===== src/rtl/scan_test_pkg.sv =====
// Shared constants and helpers for the scan test controller.
package scan_test_pkg;

    localparam int unsigned FAIL_CNT_W = 8;

    localparam logic [2:0] ST_IDLE    = 3'd0;
    localparam logic [2:0] ST_SHIFT   = 3'd1;
    localparam logic [2:0] ST_CAPTURE = 3'd2;
    localparam logic [2:0] ST_FLUSH   = 3'd3;
    localparam logic [2:0] ST_DONE    = 3'd4;

    // Saturating increment for the failing-pattern counter.
    function automatic logic [FAIL_CNT_W-1:0] sat_inc(input logic [FAIL_CNT_W-1:0] v);
        return (&v) ? v : v + FAIL_CNT_W'(1);
    endfunction

endpackage


===== src/rtl/scan_shift_reg.sv =====
// Parallel-load / serial-shift register; shifts toward bit 0 with serial input at the MSB.
module scan_shift_reg #(
    parameter int unsigned W = 3
) (
    input  logic         clk,
    input  logic         rst,
    input  logic         load,
    input  logic [W-1:0] din,
    input  logic         shift,
    input  logic         sin,
    output logic [W-1:0] q,
    output logic [W-1:0] q_shifted_c
);

    assign q_shifted_c = (q >> 1) | (W'(sin) << (W - 1));

    always_ff @(posedge clk) begin
        if (rst) begin
            q <= '0;
        end else if (load) begin
            q <= din;
        end else if (shift) begin
            q <= q_shifted_c;
        end
    end

endmodule


===== src/rtl/scan_test_ctrl.sv =====
// Scan test sequencer: shifts patterns in, captures, unloads and compares responses.
module scan_test_ctrl
    import scan_test_pkg::*;
#(
    parameter int unsigned CHAIN_LEN = 3,
    parameter int unsigned PI_W      = 4,
    parameter int unsigned PO_W      = 1
) (
    input  logic                      CK,
    input  logic                      RST,
    input  logic                      pat_valid,
    output logic                      pat_ready,
    input  logic [CHAIN_LEN-1:0]      pat_si,
    input  logic [PI_W-1:0]           pat_pi,
    input  logic [CHAIN_LEN+PO_W-1:0] pat_exp,
    input  logic [CHAIN_LEN+PO_W-1:0] pat_mask,
    input  logic                      pat_last,
    output logic                      test_se,
    output logic                      test_si,
    input  logic                      test_so,
    output logic [PI_W-1:0]           pi,
    input  logic [PO_W-1:0]           po,
    output logic                      res_valid,
    output logic                      res_fail,
    output logic [FAIL_CNT_W-1:0]     fail_cnt,
    output logic                      done
);

    localparam int unsigned RW = CHAIN_LEN + PO_W;
    localparam int unsigned CW = (CHAIN_LEN > 1) ? $clog2(CHAIN_LEN) : 1;
    localparam logic [CW-1:0] CNT_LAST = CW'(CHAIN_LEN - 1);

    logic [2:0]           state, state_n;
    logic [CW-1:0]        cnt, cnt_n;
    logic [RW-1:0]        cur_exp, cur_mask, cmp_exp, cmp_mask;
    logic                 cur_last, cur_last_n, cmp_valid, prev_q;
    logic [PI_W-1:0]      pend_pi;
    logic [RW-1:0]        pend_exp, pend_mask;
    logic                 pend_last, pend_valid;
    logic [PO_W-1:0]      po_cap;
    logic [CHAIN_LEN-1:0] si_q, si_shift_c, resp_q, resp_shift_c;
    logic [RW-1:0]        resp_full;
    logic                 accept, start_new, take_pend, start_pend, to_flush, to_idle;
    logic                 cmp_evt, mismatch, ready_n;
    logic                 sig_unused;

    assign accept     = pat_valid && pat_ready;
    assign test_si    = si_q[0];
    assign sig_unused = ^{si_q, si_shift_c, resp_q};

    scan_shift_reg #(.W(CHAIN_LEN)) u_si_reg (
        .clk         (CK),
        .rst         (RST),
        .load        (start_new || take_pend),
        .din         (pat_si),
        .shift       (state == ST_SHIFT),
        .sin         (1'b0),
        .q           (si_q),
        .q_shifted_c (si_shift_c)
    );

    scan_shift_reg #(.W(CHAIN_LEN)) u_resp_reg (
        .clk         (CK),
        .rst         (RST),
        .load        (1'b0),
        .din         ('0),
        .shift       ((state == ST_SHIFT) || (state == ST_FLUSH)),
        .sin         (test_so),
        .q           (resp_q),
        .q_shifted_c (resp_shift_c)
    );

    // Next state, transition strobes and compare of the response completing this cycle.
    always_comb begin
        state_n    = state;
        cnt_n      = cnt;
        start_new  = 1'b0;
        take_pend  = 1'b0;
        start_pend = 1'b0;
        to_flush   = 1'b0;
        to_idle    = 1'b0;
        cmp_evt    = 1'b0;
        case (state)
            ST_IDLE, ST_DONE: begin
                if (accept) begin
                    state_n   = ST_SHIFT;
                    cnt_n     = '0;
                    start_new = 1'b1;
                end
            end
            ST_SHIFT: begin
                take_pend = accept;
                if (cnt == CNT_LAST) begin
                    state_n = ST_CAPTURE;
                    cnt_n   = '0;
                    cmp_evt = cmp_valid;
                end else begin
                    cnt_n = cnt + CW'(1);
                end
            end
            ST_CAPTURE: begin
                cnt_n = '0;
                if (cur_last) begin
                    state_n  = ST_FLUSH;
                    to_flush = 1'b1;
                end else if (pend_valid) begin
                    state_n    = ST_SHIFT;
                    start_pend = 1'b1;
                end else begin
                    state_n = ST_IDLE;
                    to_idle = 1'b1;
                end
            end
            ST_FLUSH: begin
                if (cnt == CNT_LAST) begin
                    state_n = ST_DONE;
                    cnt_n   = '0;
                    cmp_evt = 1'b1;
                end else begin
                    cnt_n = cnt + CW'(1);
                end
            end
            default: begin
                state_n = ST_IDLE;
                cnt_n   = '0;
            end
        endcase
        cur_last_n = start_new ? pat_last : (start_pend ? pend_last : cur_last);
        ready_n    = (state_n == ST_IDLE) || (state_n == ST_DONE) ||
                     ((state_n == ST_SHIFT) && (cnt_n == CNT_LAST) && !cur_last_n);
        resp_full  = {po_cap, resp_shift_c};
        mismatch   = |((resp_full ^ cmp_exp) & cmp_mask);
    end

    // cur_* is the pattern in SHIFT/CAPTURE, cmp_* the one whose response is unloading.
    always_ff @(posedge CK) begin
        if (RST) begin
            state      <= ST_IDLE;
            cnt        <= '0;
            pat_ready  <= 1'b0;
            test_se    <= 1'b0;
            pi         <= '0;
            res_valid  <= 1'b0;
            res_fail   <= 1'b0;
            fail_cnt   <= '0;
            done       <= 1'b0;
            cur_exp    <= '0;
            cur_mask   <= '0;
            cur_last   <= 1'b0;
            cmp_exp    <= '0;
            cmp_mask   <= '0;
            cmp_valid  <= 1'b0;
            pend_pi    <= '0;
            pend_exp   <= '0;
            pend_mask  <= '0;
            pend_last  <= 1'b0;
            pend_valid <= 1'b0;
            prev_q     <= 1'b0;
            po_cap     <= '0;
        end else begin
            state     <= state_n;
            cnt       <= cnt_n;
            pat_ready <= ready_n;
            test_se   <= (state_n == ST_SHIFT) || (state_n == ST_FLUSH);
            done      <= (state_n == ST_DONE);
            res_valid <= cmp_evt;
            res_fail  <= cmp_evt && mismatch;
            cur_last  <= cur_last_n;
            if (start_new && (state == ST_DONE)) begin
                fail_cnt <= '0;
            end else if (cmp_evt && mismatch) begin
                fail_cnt <= sat_inc(fail_cnt);
            end
            if (start_new) begin
                pi        <= pat_pi;
                cur_exp   <= pat_exp;
                cur_mask  <= pat_mask;
                cmp_exp   <= cur_exp;
                cmp_mask  <= cur_mask;
                cmp_valid <= (state == ST_IDLE) && prev_q;
                prev_q    <= 1'b0;
            end
            if (take_pend) begin
                pend_pi    <= pat_pi;
                pend_exp   <= pat_exp;
                pend_mask  <= pat_mask;
                pend_last  <= pat_last;
                pend_valid <= 1'b1;
            end
            if (start_pend) begin
                pi         <= pend_pi;
                cur_exp    <= pend_exp;
                cur_mask   <= pend_mask;
                cmp_exp    <= cur_exp;
                cmp_mask   <= cur_mask;
                cmp_valid  <= 1'b1;
                pend_valid <= 1'b0;
            end
            if (to_flush) begin
                cmp_exp  <= cur_exp;
                cmp_mask <= cur_mask;
            end
            if (to_idle) begin
                prev_q <= 1'b1;
            end
            if (state == ST_CAPTURE) begin
                po_cap <= po;
            end
        end
    end

endmodule

===== config.mk =====
export PLATFORM = sky130hd
export DESIGN_NAME = scan_test_ctrl
export DESIGN_NICKNAME = d
export VERILOG_FILES = /design/src/rtl/scan_test_pkg.sv /design/src/rtl/scan_shift_reg.sv /design/src/rtl/scan_test_ctrl.sv
export SDC_FILE = /design/constraint.sdc
export NUM_CORES = 1
export LEC_CHECK = 0
export CAP_MARGIN = 20
export CORE_ASPECT_RATIO = 0.8
export CORE_UTILIZATION = 55
export CTS_BUF_LIST = sky130_fd_sc_hd__clkbuf_4
export CTS_CLUSTER_DIAMETER = 30
export DETAILED_ROUTE_END_ITERATION = 16
export PLACE_DENSITY = 0.85
export SYNTH_ARGS = -nofsm -noshare
export SYNTH_HDL_FRONTEND = slang
export SYNTH_HIERARCHICAL = 1
export SYNTH_SLANG_ARGS = --single-unit

===== constraint.sdc =====
create_clock -name CK -period 4 [get_ports CK]
set_input_delay 0.4 -clock CK [delete_from_list [all_inputs] [get_ports CK]]
set_output_delay 0.4 -clock CK [all_outputs]
set_load 0.05 [all_outputs]

Yosys cells after proc, flatten, opt, wreduce, memory -nomap -nowiden. Index checks and enable logic that the tools add are counted.

Register bits after elaboration: 62. Input port bits: 21. Logic and storage cells: 107.

$add $sub $neg: 2. Eq/ne operators: 9. Muxes and demuxes: 43. Bitwise gates (word level): 4. Reduce and logical (&&, ||, !) cells: 25.

Operators with widths (count): two-way mux 4 bit (12); two-way mux 1 bit (20); two-way mux 3 bit (5); case mux 3 bit (4 select lines) (1); equality test 3 x 2 -> 1 bit, second input constant (3); adder 8 x 1 -> 8 bit, second input constant (1); AND reduction 8 bit (1); OR reduction 2 bit (4); equality test 3 x 1 -> 1 bit, second input constant (2); equality test 3 bit, second input constant (2); logical AND 1 bit (6); zero test 3 bit (2); two-way mux 2 bit (3); nonzero test 2 bit (3); logical OR 1 bit (5); AND 4 bit (1); equality test 2 bit, second input constant (2); case mux 2 bit (2 select lines) (1); OR reduction 4 bit (1); XOR 4 bit (1); OR 2 x 3 -> 3 bit (1); nonzero test 3 bit (1); adder 2 x 1 -> 2 bit, second input constant (1); case mux 1 bit (2 select lines) (1); other kinds (3) (3).

Logic depth before layout (Yosys ltp). Gate-level depths: netlist (run 1).

Depth after elaboration: 8. Depth in mapped cells: 8. Gate-level depth less buffers: 6.

Modules after synthesis. The synthesis (run 1) kept the hierarchy.

Modules (own cells, without submodules): scan_test_ctrl (instances 1, cells each 279, area an instance 2349.8 um2); scan_shift_reg (instances 2, cells each 16, area an instance 157.7 um2).

Worst setup path after synthesis (run 1). OpenSTA, ideal clock, no wires.

Path kind: register -> register. From: reg pat_ready. To: reg pi[0]. Library setup time: 0.091 ns. Arrival time: 1.689 ns. Data required time: 3.909 ns. Path slack: 2.220 ns. Cell stages (with the launch flop): 6. Buffers on the path: 2. Clock period less this slack: 1.780 ns. Path through: dfxtp_1 -> nor4bb_1 -> clkbuf_1 -> buf_2 -> nand2_1 -> a311oi_1.

Word-level cells in the longest chain between the ends: 4.

RTL lines: from (decl) (RTL line scan_test_ctrl.sv:12) `output logic pat_ready,`; from (signal assigned) (RTL line scan_test_ctrl.sv:163) `pat_ready <= ready_n;`; logical AND 1 bit (RTL line scan_test_ctrl.sv:47) `assign accept = pat_valid && pat_ready;`; two-way mux 1 bit (RTL line scan_test_ctrl.sv:85) `if (accept) begin`; two-way mux 1 bit (RTL line scan_test_ctrl.sv:83) `case (state)`; nonzero test 2 bit (no line); to (signal assigned) (RTL line scan_test_ctrl.sv:175) `pi <= pat_pi;`; to (signal assigned) (RTL line scan_test_ctrl.sv:191) `pi <= pend_pi;`; to (decl) (RTL line scan_test_ctrl.sv:21) `output logic [PI_W-1:0] pi,`.

No other way between the ends. A chain may end at the register's enable or synchronous reset.

Worst setup path in the final report (run 1).
From: reg state[1]. To: reg cur_mask[0].

Word-level cells in the longest chain between the ends: 4. Elaborated cells on any way between the ends: 8. Those cells by class: 2 x eq/ne; 3 x mux; 3 x reduce/logical.

RTL lines: from (decl) (RTL line scan_test_ctrl.sv:33) `logic [2:0] state, state_n;`; from (signal assigned) (RTL line scan_test_ctrl.sv:161) `state <= state_n;`; equality test 3 bit or zero test 3 bit (tied branches) (RTL line scan_test_ctrl.sv:83); OR reduction 2 bit (RTL line scan_test_ctrl.sv:83); two-way mux 1 bit (RTL line scan_test_ctrl.sv:83); nonzero test 2 bit (no line); to (signal assigned) (RTL line scan_test_ctrl.sv:177) `cur_mask <= pat_mask;`; to (signal assigned) (RTL line scan_test_ctrl.sv:193) `cur_mask <= pend_mask;`; to (decl) (RTL line scan_test_ctrl.sv:35) `logic [RW-1:0] cur_exp, cur_mask, cmp_exp, cmp_mask;`.

Several ways; a longest one is shown, not always the timed one.

==> flow_metrics.py, run 1 <==
metrics = {
    "logic_synthesis": {
        "ys_warn_count": 6,
        "syn_area_um2": 2600,
        "syn_avg_cell_area_um2": 8.55,
        "syn_inst": 304,
    },
    "clock_tree": {
        "post_cts_resized": 0,
        "cts_htree_levels": 3,
        "cts_buffer_depth": 2,
        "cts-buffers-inserted": 9,
        "cts_hold_buf": 0,
        "clock_latency_ns": 0.40,
        "cts_tree": "built",
        "path_clk_slew_ns": 0.09,
        "cts-root-buf": "clkbuf_4",
        "cts.sinks": 61,
        "cts_setup_buffers": 0,
    },
    "sta": {
        "rsz0062_at_grt": "no",
        "setup_viol": 0,
        "hold_violations": 0,
        "worst_pin_slew_ns": 0.948,
        "maxSlewHeadroom_pct": 36.6,
        "fin_tns_setup_ns": 0,
        "fin_crit_sh_pct": 58.3,
        "clock.fmax_mhz": 429,
        "layout_min_cycle_time_ns": 2.33,
        "setup_ws_ns": 1.67,
        "fin_skew_ns": 0.0119,
        "finalMaxSlewViolations": 0,
    },
    "routing": {
        "vias": 2211,
        "drc": 0,
        "dr.first_iter.drc_count": 167,
        "drt-pass1-iter-count": 5,
        "avgViaCountPerCell": 5.51,
        "wl_per_cell_um": 13.5,
        "postRouteAntennaNets": 0,
        "wl_um": 5400,
    },
    "global_routing": {
        "grt_pass1_wl_um": 9160,
        "antenna_found_initial": 0,
        "grt-ovfl-total": 0,
        "grt_use_total_pct": 23.8,
        "grt_max_degree": 54,
        "grt_pass1_vias": 2004,
    },
    "worst_hold_path": {
        "hp-class": "reg -> reg",
        "hold-path-endpoint": "pend_pi[2]$_SDFFE_PP0P_",
        "hold_path_depth": 2,
        "worstHoldStart": "pend_pi[2]$_SDFFE_PP0P_",
    },
    "critical_path": {
        "worstRegToRegCells": 3,
        "cp.arrival_ns": 2.62,
        "end_kind": "flip-flop",
        "critPathKind": "reg -> reg",
        "critPathLaunchType": "flip-flop",
        "worstReg2RegEnd": "cur_mask[0]$_SDFFE_PP0P_",
        "r2r_start": "state[1]$_SDFF_PP0_",
        "r2r_slack_ns": 1.67,
        "cp_data_required_time_ns": 4.29,
        "path_max_fanout": 26,
    },
    "layout": {
        "seq_area_um2": 1220,
        "diodes": 0,
        "fillers": 384,
        "multi_input_area_um2": 1290,
        "instances_no_fill": 401,
        "synthToLayoutAreaGrowth_pct": 18.7,
        "finalNetCount": 362,
        "final_layout_size_suffix_gt1_share_pct": 5.23,
    },
    "placement": {
        "portBuffers": 38,
        "place_inst": 386,
        "place_hpwl_um": 3610,
        "gp_congestion": 0.836,
        "pre_cts_slack_ns": 1.63,
    },
    "die": {
        "die_area_um2": 5010,
        "coreArea_um2": 4360,
        "ioPinCount": 39,
        "fp.dieW_um": 78.9,
        "rows": 21,
        "dieHeight_um": 63.5,
        "start_util_pct": 59.6,
    },
    "run_status": {
        "outcome": "completed",
    },
    "power": {
        "peakVddDrop_mv": 0.246,
        "p_leak_nw": 1.09,
        "p_per_area_nw_per_um2": 357,
    },
    "run": {
        "max-cap-violations": 0,
    },
}
[sequential cells by signal, summed over array words and instances, names as in the netlist, 2 cells and up]
register	cells
pend_mask	4
cmp_exp	4
pend_pi	4
cur_exp	4
u_si_reg/q	3
cnt	2
cur_mask	4
state	3
pi	4
cmp_mask	4
fail_cnt	8
pend_exp	4
u_resp_reg/q	2
[power by group]
group,total [mW],internal [mW],switching [mW]
Clock,0.327,0.121,0.206
Combinational,0.131,0.0569,0.0738
Sequential,0.643,0.627,0.0156
Total,1.10,0.805,0.295
[how the worst max path moves through the flow]
stage,startpoint,end,slack (ns),cells past startpoint
floorplan,pat_ready$_SDFF_PP0_,pi[0]$_SDFFE_PP0P_,2.22,5
global placement,pat_valid,cmp_mask[3]$_SDFFE_PP0P_,1.71,5
detailed placement,pat_valid,cmp_mask[1]$_SDFFE_PP0P_,1.63,5
CTS,state[1]$_SDFF_PP0_,cur_mask[0]$_SDFFE_PP0P_,1.70,3
global route,state[1]$_SDFF_PP0_,cur_mask[0]$_SDFFE_PP0P_,1.46,3
finish,state[1]$_SDFF_PP0_,cur_mask[0]$_SDFFE_PP0P_,1.67,3
[layout by cell type, fill, tap and decap left out, drive strengths merged, types with 2 or more instances in the layout]
| cell type | count |
|---|---|
| o31ai | 5 |
| dfxtp | 61 |
| xor2 | 4 |
| nor3b | 2 |
| and3 | 2 |
| clkinv | 5 |
| a211oi | 6 |
| nand2b | 2 |
| a311oi | 12 |
| nor3 | 3 |
| buf | 2 |
| nand3 | 7 |
| nand3b | 3 |
| inv | 4 |
| a21oi | 26 |
| nor2 | 30 |
| clkbuf | 10 |
| o21ai | 6 |
| mux2i | 15 |
| or3 | 4 |
| or4 | 4 |
| o211ai | 2 |
| nor2b | 8 |
| clkdlybuf4s50 | 38 |
| nand2 | 63 |
| conb | 6 |
[cell type report]
cell class,instances,share of cell area (%)
sequential,61,39.6
multi-input combinational,224,41.7
timing repair buffer,40,12.8
tap,57,2.31
clock inverter,5,0.609
clock buffer,10,2.43
inverter,4,0.487
[metal layers]
layer / track usage [%] / share of wire [%] / vias up / wire length, µm
li1: - / - / 1129 / -
met5: 0 / 0 / - / 0
met1: 31.2 / 48 / 1014 / 2580
met4: 8.18 / 1.1 / 0 / 62
met2: 36.0 / 46 / 62 / 2470
met3: 8.84 / 5.5 / 6 / 299
[stage by stage]
| step | instance area (µm²) | utilization [%] | power (mW) | hold WS, ns |
|---|---|---|---|---|
| 6_report | 3080 | 70.7 | 1.10 | 0.462 |
| 5_1_grt | 3080 | 70.7 | 1.15 | 0.476 |
| 4_1_cts | 3080 | 70.7 | 1.11 | 0.462 |
| 3_5_place_dp | 2990 | 68.6 | 0.787 | 0.451 |
| 3_3_place_gp | 2990 | 68.6 | 0.785 | 0.443 |
| 2_1_floorplan | 2620 | - | 0.739 | 0.436 |
[worst max-delay path, cell delays in order (launching register included)]
cell      delay, ns
dfxtp_1        0.53
nor3b_2        0.44
nand3b_1       0.74
a311oi_1       0.51
Power figures use the tool's default switching activity.
==> inputs of run 2 (changes only) <==
==> constraint.sdc (replaced) <==
create_clock -name CK -period 2.3 [get_ports CK]
set_input_delay 0.23 -clock CK [delete_from_list [all_inputs] [get_ports CK]]
set_output_delay 0.23 -clock CK [all_outputs]
set_load 0.05 [all_outputs]
==> run 2 against run 1 <==
Effect of this change: power is 85% higher; highest routed layer unchanged; core utilization is 1.7 points higher; register-to-register slack lost 1.3 ns; critical endpoint is now fail_cnt[2]; flip-flop and latch count is the same; hold slack got worse by 0.060 ns; sequential share of layout area decreased by 0.94 points; clock skew is essentially flat.
==> flow_metrics.py, run 2 (same netlist as run 1, synthesis figures left out) <==
metrics = {
    "sta": {
        "finalMaxSlewViolations": 0,
        "rsz0062_at_grt": "no",
        "fin_skew_ns": 0.0121,
        "fin_crit_sh_pct": 84.9,
        "setup_viol": 0,
        "worst_pin_slew_ns": 0.576,
        "maxSlewHeadroom_pct": 61.1,
        "layout_min_cycle_time_ns": 1.95,
        "fin_tns_setup_ns": 0,
        "clock.fmax_mhz": 512,
        "hold_violations": 0,
        "holdWs_ns": 0.402,
    },
    "power": {
        "p_per_area_nw_per_um2": 645,
        "p_leak_nw": 1.13,
        "peakVddDrop_mv": 0.373,
    },
    "run": {
        "max-cap-violations": 0,
    },
    "layout": {
        "fin_util_pct": 72.4,
        "final_common_cell": "nand2_1",
        "synthToLayoutAreaGrowth_pct": 21.6,
        "largest_reg_flops": 8,
        "largest_register": "fail_cnt",
        "diodes": 0,
        "final_layout_size_suffix_gt1_share_pct": 7.69,
        "finalNetCount": 368,
        "final_cell_mix": "nand2_1, dfxtp_1, clkdlybuf4s50_1, nor2_1, a21oi_1",
    },
    "global_routing": {
        "grtUsageMet2_pct": 38.7,
        "grt_util_met1_pct": 32.0,
        "grt_max_degree": 26,
        "grt-busiest-layer": "met2",
        "grt_pass1_wl_um": 9580,
        "antenna_found_initial": 0,
        "grt_use_total_pct": 25.1,
        "grt-ovfl-total": 0,
        "grt_pass1_vias": 2128,
        "grt_use_met3_pct": 7.68,
    },
    "critical_path": {
        "cp_data_required_time_ns": 2.07,
        "critPathMaxStageDelay_ns": 0.85,
        "crit_chain": "clkdlybuf4s50_1",
        "cp.arrival_ns": 1.72,
        "path_max_fanout": 8,
        "worstRegToRegCells": 5,
        "critPathLaunchType": "flip-flop",
        "slowest_stage": "clkdlybuf4s50_1",
        "crit_path_end": "fail_cnt[2]",
        "critPathKind": "reg -> out",
        "crit_buf_inv": 1,
        "path_depth": 1,
        "r2r_start": "state[0]$_SDFF_PP0_",
        "crit_start": "fail_cnt[2]$_SDFFE_PP0P_",
        "worstReg2RegEnd": "fail_cnt[7]$_SDFFE_PP0P_",
        "critical-path-top-delay-family": "buffers and inverters",
        "end_kind": "output pin",
        "r2r_slack_ns": 0.38,
    },
    "die": {
        "fp.dieW_um": 78.9,
        "ioPinCount": 39,
        "die_area_um2": 5010,
        "dieHeight_um": 63.5,
        "coreArea_um2": 4360,
        "rows": 21,
        "start_util_pct": 59.6,
    },
    "placement": {
        "place_hpwl_um": 3830,
        "gp_congestion": 0.856,
        "portBuffers": 38,
    },
    "clock_tree": {
        "cts_setup_buffers": 0,
        "cts-buffers-inserted": 9,
        "cts_buffer_depth": 2,
        "post_cts_resized": 0,
        "cts_hold_buf": 0,
        "cts-root-buf": "clkbuf_4",
        "cts_htree_levels": 3,
        "cts_tree": "built",
        "path_clk_slew_ns": 0.10,
        "clock_latency_ns": 0.41,
        "cts.sinks": 61,
    },
    "routing": {
        "postRouteAntennaNets": 0,
        "avgViaCountPerCell": 5.66,
        "vias": 2308,
        "drt-pass1-iter-count": 4,
        "dr.first_iter.drc_count": 163,
        "wl_per_cell_um": 13.7,
        "drc": 0,
        "wl_um": 5590,
    },
    "run_status": {
        "outcome": "completed",
    },
    "worst_hold_path": {
        "worstHoldStart": "pat_mask[3]",
        "hp-class": "in -> reg",
    },
}
[run 2: worst min path at each step]
stage                                   end  slack, ns  cells after the start
2_1_floorplan  u_resp_reg/q[1]$_SDFFE_PP0P_       0.30                      1
3_3_place_gp       pend_exp[0]$_SDFFE_PP0P_       0.44                      2
3_5_place_dp        pend_pi[0]$_SDFFE_PP0P_       0.45                      2
4_1_cts             pend_pi[0]$_SDFFE_PP0P_       0.39                      3
5_1_grt           pend_mask[3]$_SDFFE_PP0P_       0.39                      3
6_report          pend_mask[3]$_SDFFE_PP0P_       0.40                      3
[run 2: area by class of cell]
class | count | area (µm²)
Sequential cell | 61 | 1220
Inverter | 4 | 15.0
Tap cell | 57 | 71.3
Timing Repair Buffer | 46 | 440
Clock buffer | 9 | 67.6
Fill cell | 374 | 1200
Clock inverter | 7 | 56.3
Multi-Input combinational cell | 224 | 1290
[run 2: through the flow]
stage	worst slack (ns)	total power, mW	std cells	instance area, µm²
after floorplan	0.520	1.28	309	2620
after detailed placement	0.288	1.38	392	3040
after CTS	0.342	2.05	408	3160
after global routing	0.244	2.14	408	3160
final	0.347	2.04	408	3160
after global placement	0.349	1.37	392	3040
[run 2: layer usage]
layer	part of all wire, %	wire length, µm
met1	45	2510
met2	47	2650
met3	5.8	327
met4	1.7	97
met5	0	0
[run 2: power breakdown]
group / leakage [nW] / internal, mW / switching, mW
Sequential: 0.495 / 1.09 / 0.0272
Combinational: 0.568 / 0.104 / 0.133
Clock: 0.0720 / 0.315 / 0.367
==> inputs of run 3 (changes only) <==
==> constraint.sdc (replaced) <==
create_clock -name CK -period 1.8 [get_ports CK]
set_input_delay 0.18 -clock CK [delete_from_list [all_inputs] [get_ports CK]]
set_output_delay 0.18 -clock CK [all_outputs]
set_load 0.05 [all_outputs]
==> run 3 against run 2 <==
Effect of this change: first-iteration DRC count down 26%; critical endpoint is now pi[2]; die area unchanged; register-to-register slack worse by 0.30 ns; clock power up 39%; clock skew up 0.00086 ns.
==> flow_metrics.py, run 3 (same netlist as run 1, synthesis figures left out) <==
metrics = {
    "run_status": {
        "outcome": "completed",
    },
    "global_routing": {
        "grt_max_degree": 41,
        "grt-ovfl-total": 0,
        "grt_use_total_pct": 25.1,
        "grt_pass1_wl_um": 9610,
        "antenna_found_initial": 0,
        "grt_pass1_vias": 2219,
    },
    "layout": {
        "synthToLayoutAreaGrowth_pct": 26.6,
        "largest_register": "fail_cnt",
        "final_layout_size_suffix_gt1_share_pct": 12.3,
        "largest_reg_flops": 8,
        "final_cell_mix": "nand2_1, dfxtp_1, nor2_1, clkdlybuf4s50_1, a21oi_1",
        "finalNetCount": 382,
        "final_common_cell": "nand2_1",
        "diodes": 0,
        "stdcell_area_um2": 3290,
        "instances_no_fill": 422,
    },
    "placement": {
        "place_hpwl_um": 3950,
        "place_area_um2": 3150,
        "gp_congestion": 0.815,
        "portBuffers": 38,
        "place_inst": 406,
    },
    "critical_path": {
        "end_kind": "output pin",
        "cp.arrival_ns": 1.55,
        "path_max_fanout": 2,
        "critical-path-top-delay-family": "buffers and inverters",
        "crit_chain": "clkdlybuf4s50_1",
        "critPathLaunchType": "flip-flop",
        "critPathMaxStageDelay_ns": 0.80,
        "critPathKind": "reg -> out",
        "cp_data_required_time_ns": 1.62,
        "slowest_stage": "clkdlybuf4s50_1",
        "crit_buf_inv": 1,
    },
    "clock_tree": {
        "cts_buffer_depth": 2,
        "path_clk_slew_ns": 0.10,
        "cts.sinks": 61,
        "cts_htree_levels": 3,
        "cts_tree": "built",
        "cts-root-buf": "clkbuf_4",
        "cts-buffers-inserted": 9,
        "clock_latency_ns": 0.39,
        "cts_setup_buffers": 0,
        "cts_hold_buf": 0,
    },
    "power": {
        "p_leak_nw": 1.27,
        "peakVddDrop_mv": 0.542,
        "p_per_area_nw_per_um2": 820,
    },
    "die": {
        "start_util_pct": 59.6,
        "fp.dieW_um": 78.9,
        "rows": 21,
        "dieHeight_um": 63.5,
        "ioPinCount": 39,
        "die_area_um2": 5010,
        "coreArea_um2": 4360,
    },
    "routing": {
        "avgViaCountPerCell": 5.55,
        "wl_per_cell_um": 13.4,
        "drt-pass1-iter-count": 4,
        "postRouteAntennaNets": 0,
        "wl_um": 5660,
        "drc": 0,
        "vias": 2343,
        "dr.first_iter.drc_count": 120,
    },
    "sta": {
        "fin_crit_sh_pct": 96.0,
        "worst_pin_slew_ns": 0.516,
        "maxSlewHeadroom_pct": 65.7,
        "clock.fmax_mhz": 579,
        "hold_violations": 0,
        "finalMaxSlewViolations": 0,
        "setup_viol": 0,
        "layout_min_cycle_time_ns": 1.73,
        "rsz0062_at_grt": "no",
        "fin_skew_ns": 0.0130,
    },
    "worst_hold_path": {
        "hp-class": "in -> reg",
    },
    "run": {
        "max-cap-violations": 0,
    },
}
run 3: changes by cell type in the layout (fill, tap and decap cells not counted), sizes merged:
cell | before | now
clkbuf | 9 | 14
clkinv | 6 | 1
dlygate4sd2 | 0 | 7
buf | 8 | 23
dlymetal6s2s | 0 | 1
clkdlybuf4s50 | 38 | 29
run 3: worst paths after layout:
path                                               start  cells past startpoint  slack [ns]                        to
worst min-delay path                           pat_pi[1]                      3        0.36   pend_pi[1]$_SDFFE_PP0P_
worst max-delay path                  pi[2]$_SDFFE_PP0P_                      1        0.07                     pi[2]
worst max register to register         cnt[0]$_SDFF_PP0_                      5        0.08  fail_cnt[7]$_SDFFE_PP0P_
worst min register to register  pend_exp[2]$_SDFFE_PP0P_                      2        0.46  pend_exp[2]$_SDFFE_PP0P_
run 3: area by class of cell:
class | instances | area, µm²
Tap cell | 57 | 71.3
Multi-Input combinational cell | 224 | 1290
Timing Repair Buffer | 60 | 549
Clock buffer | 14 | 105
Inverter | 4 | 15.0
Clock inverter | 2 | 33.8
Sequential cell | 61 | 1220
Fill cell | 336 | 1070
run 3: per-stage QoR:
step	util [%]	setup TNS [ns]	total power, mW	hold WS, ns	setup slack, ns
2_1_floorplan	-	0	1.64	0.253	0.0202
3_3_place_gp	72.2	-0.0435	1.77	0.443	-0.0143
3_5_place_dp	72.2	-0.326	1.78	0.447	-0.0869
4_1_cts	75.2	0	2.72	0.338	0.0135
5_1_grt	75.4	0	2.83	0.349	0.00346
6_report	75.4	0	2.70	0.360	0.0721
run 3: layer usage:
metal	global-route usage (%)	part of all wire, %	vias up	routed length (µm)
met5	0	0	-	0
met4	9.55	0.55	0	31
met3	8.84	5.6	2	318
met2	40.9	48	75	2730
met1	30.3	46	1093	2580
li1	-	-	1173	-
run 3: timing repair:
action | CTS | global route
endpoints found under the setup margin | 7 | 2
gates resized for setup | 7 | 2
pin swaps | 0 | 0
run 3: power by group:
group | leakage, nW | switching (mW) | internal, mW
Combinational | 0.695 | 0.177 | 0.148
Clock | 0.0801 | 0.451 | 0.500
Sequential | 0.495 | 0.0300 | 1.39
Total | 1.27 | 0.658 | 2.04
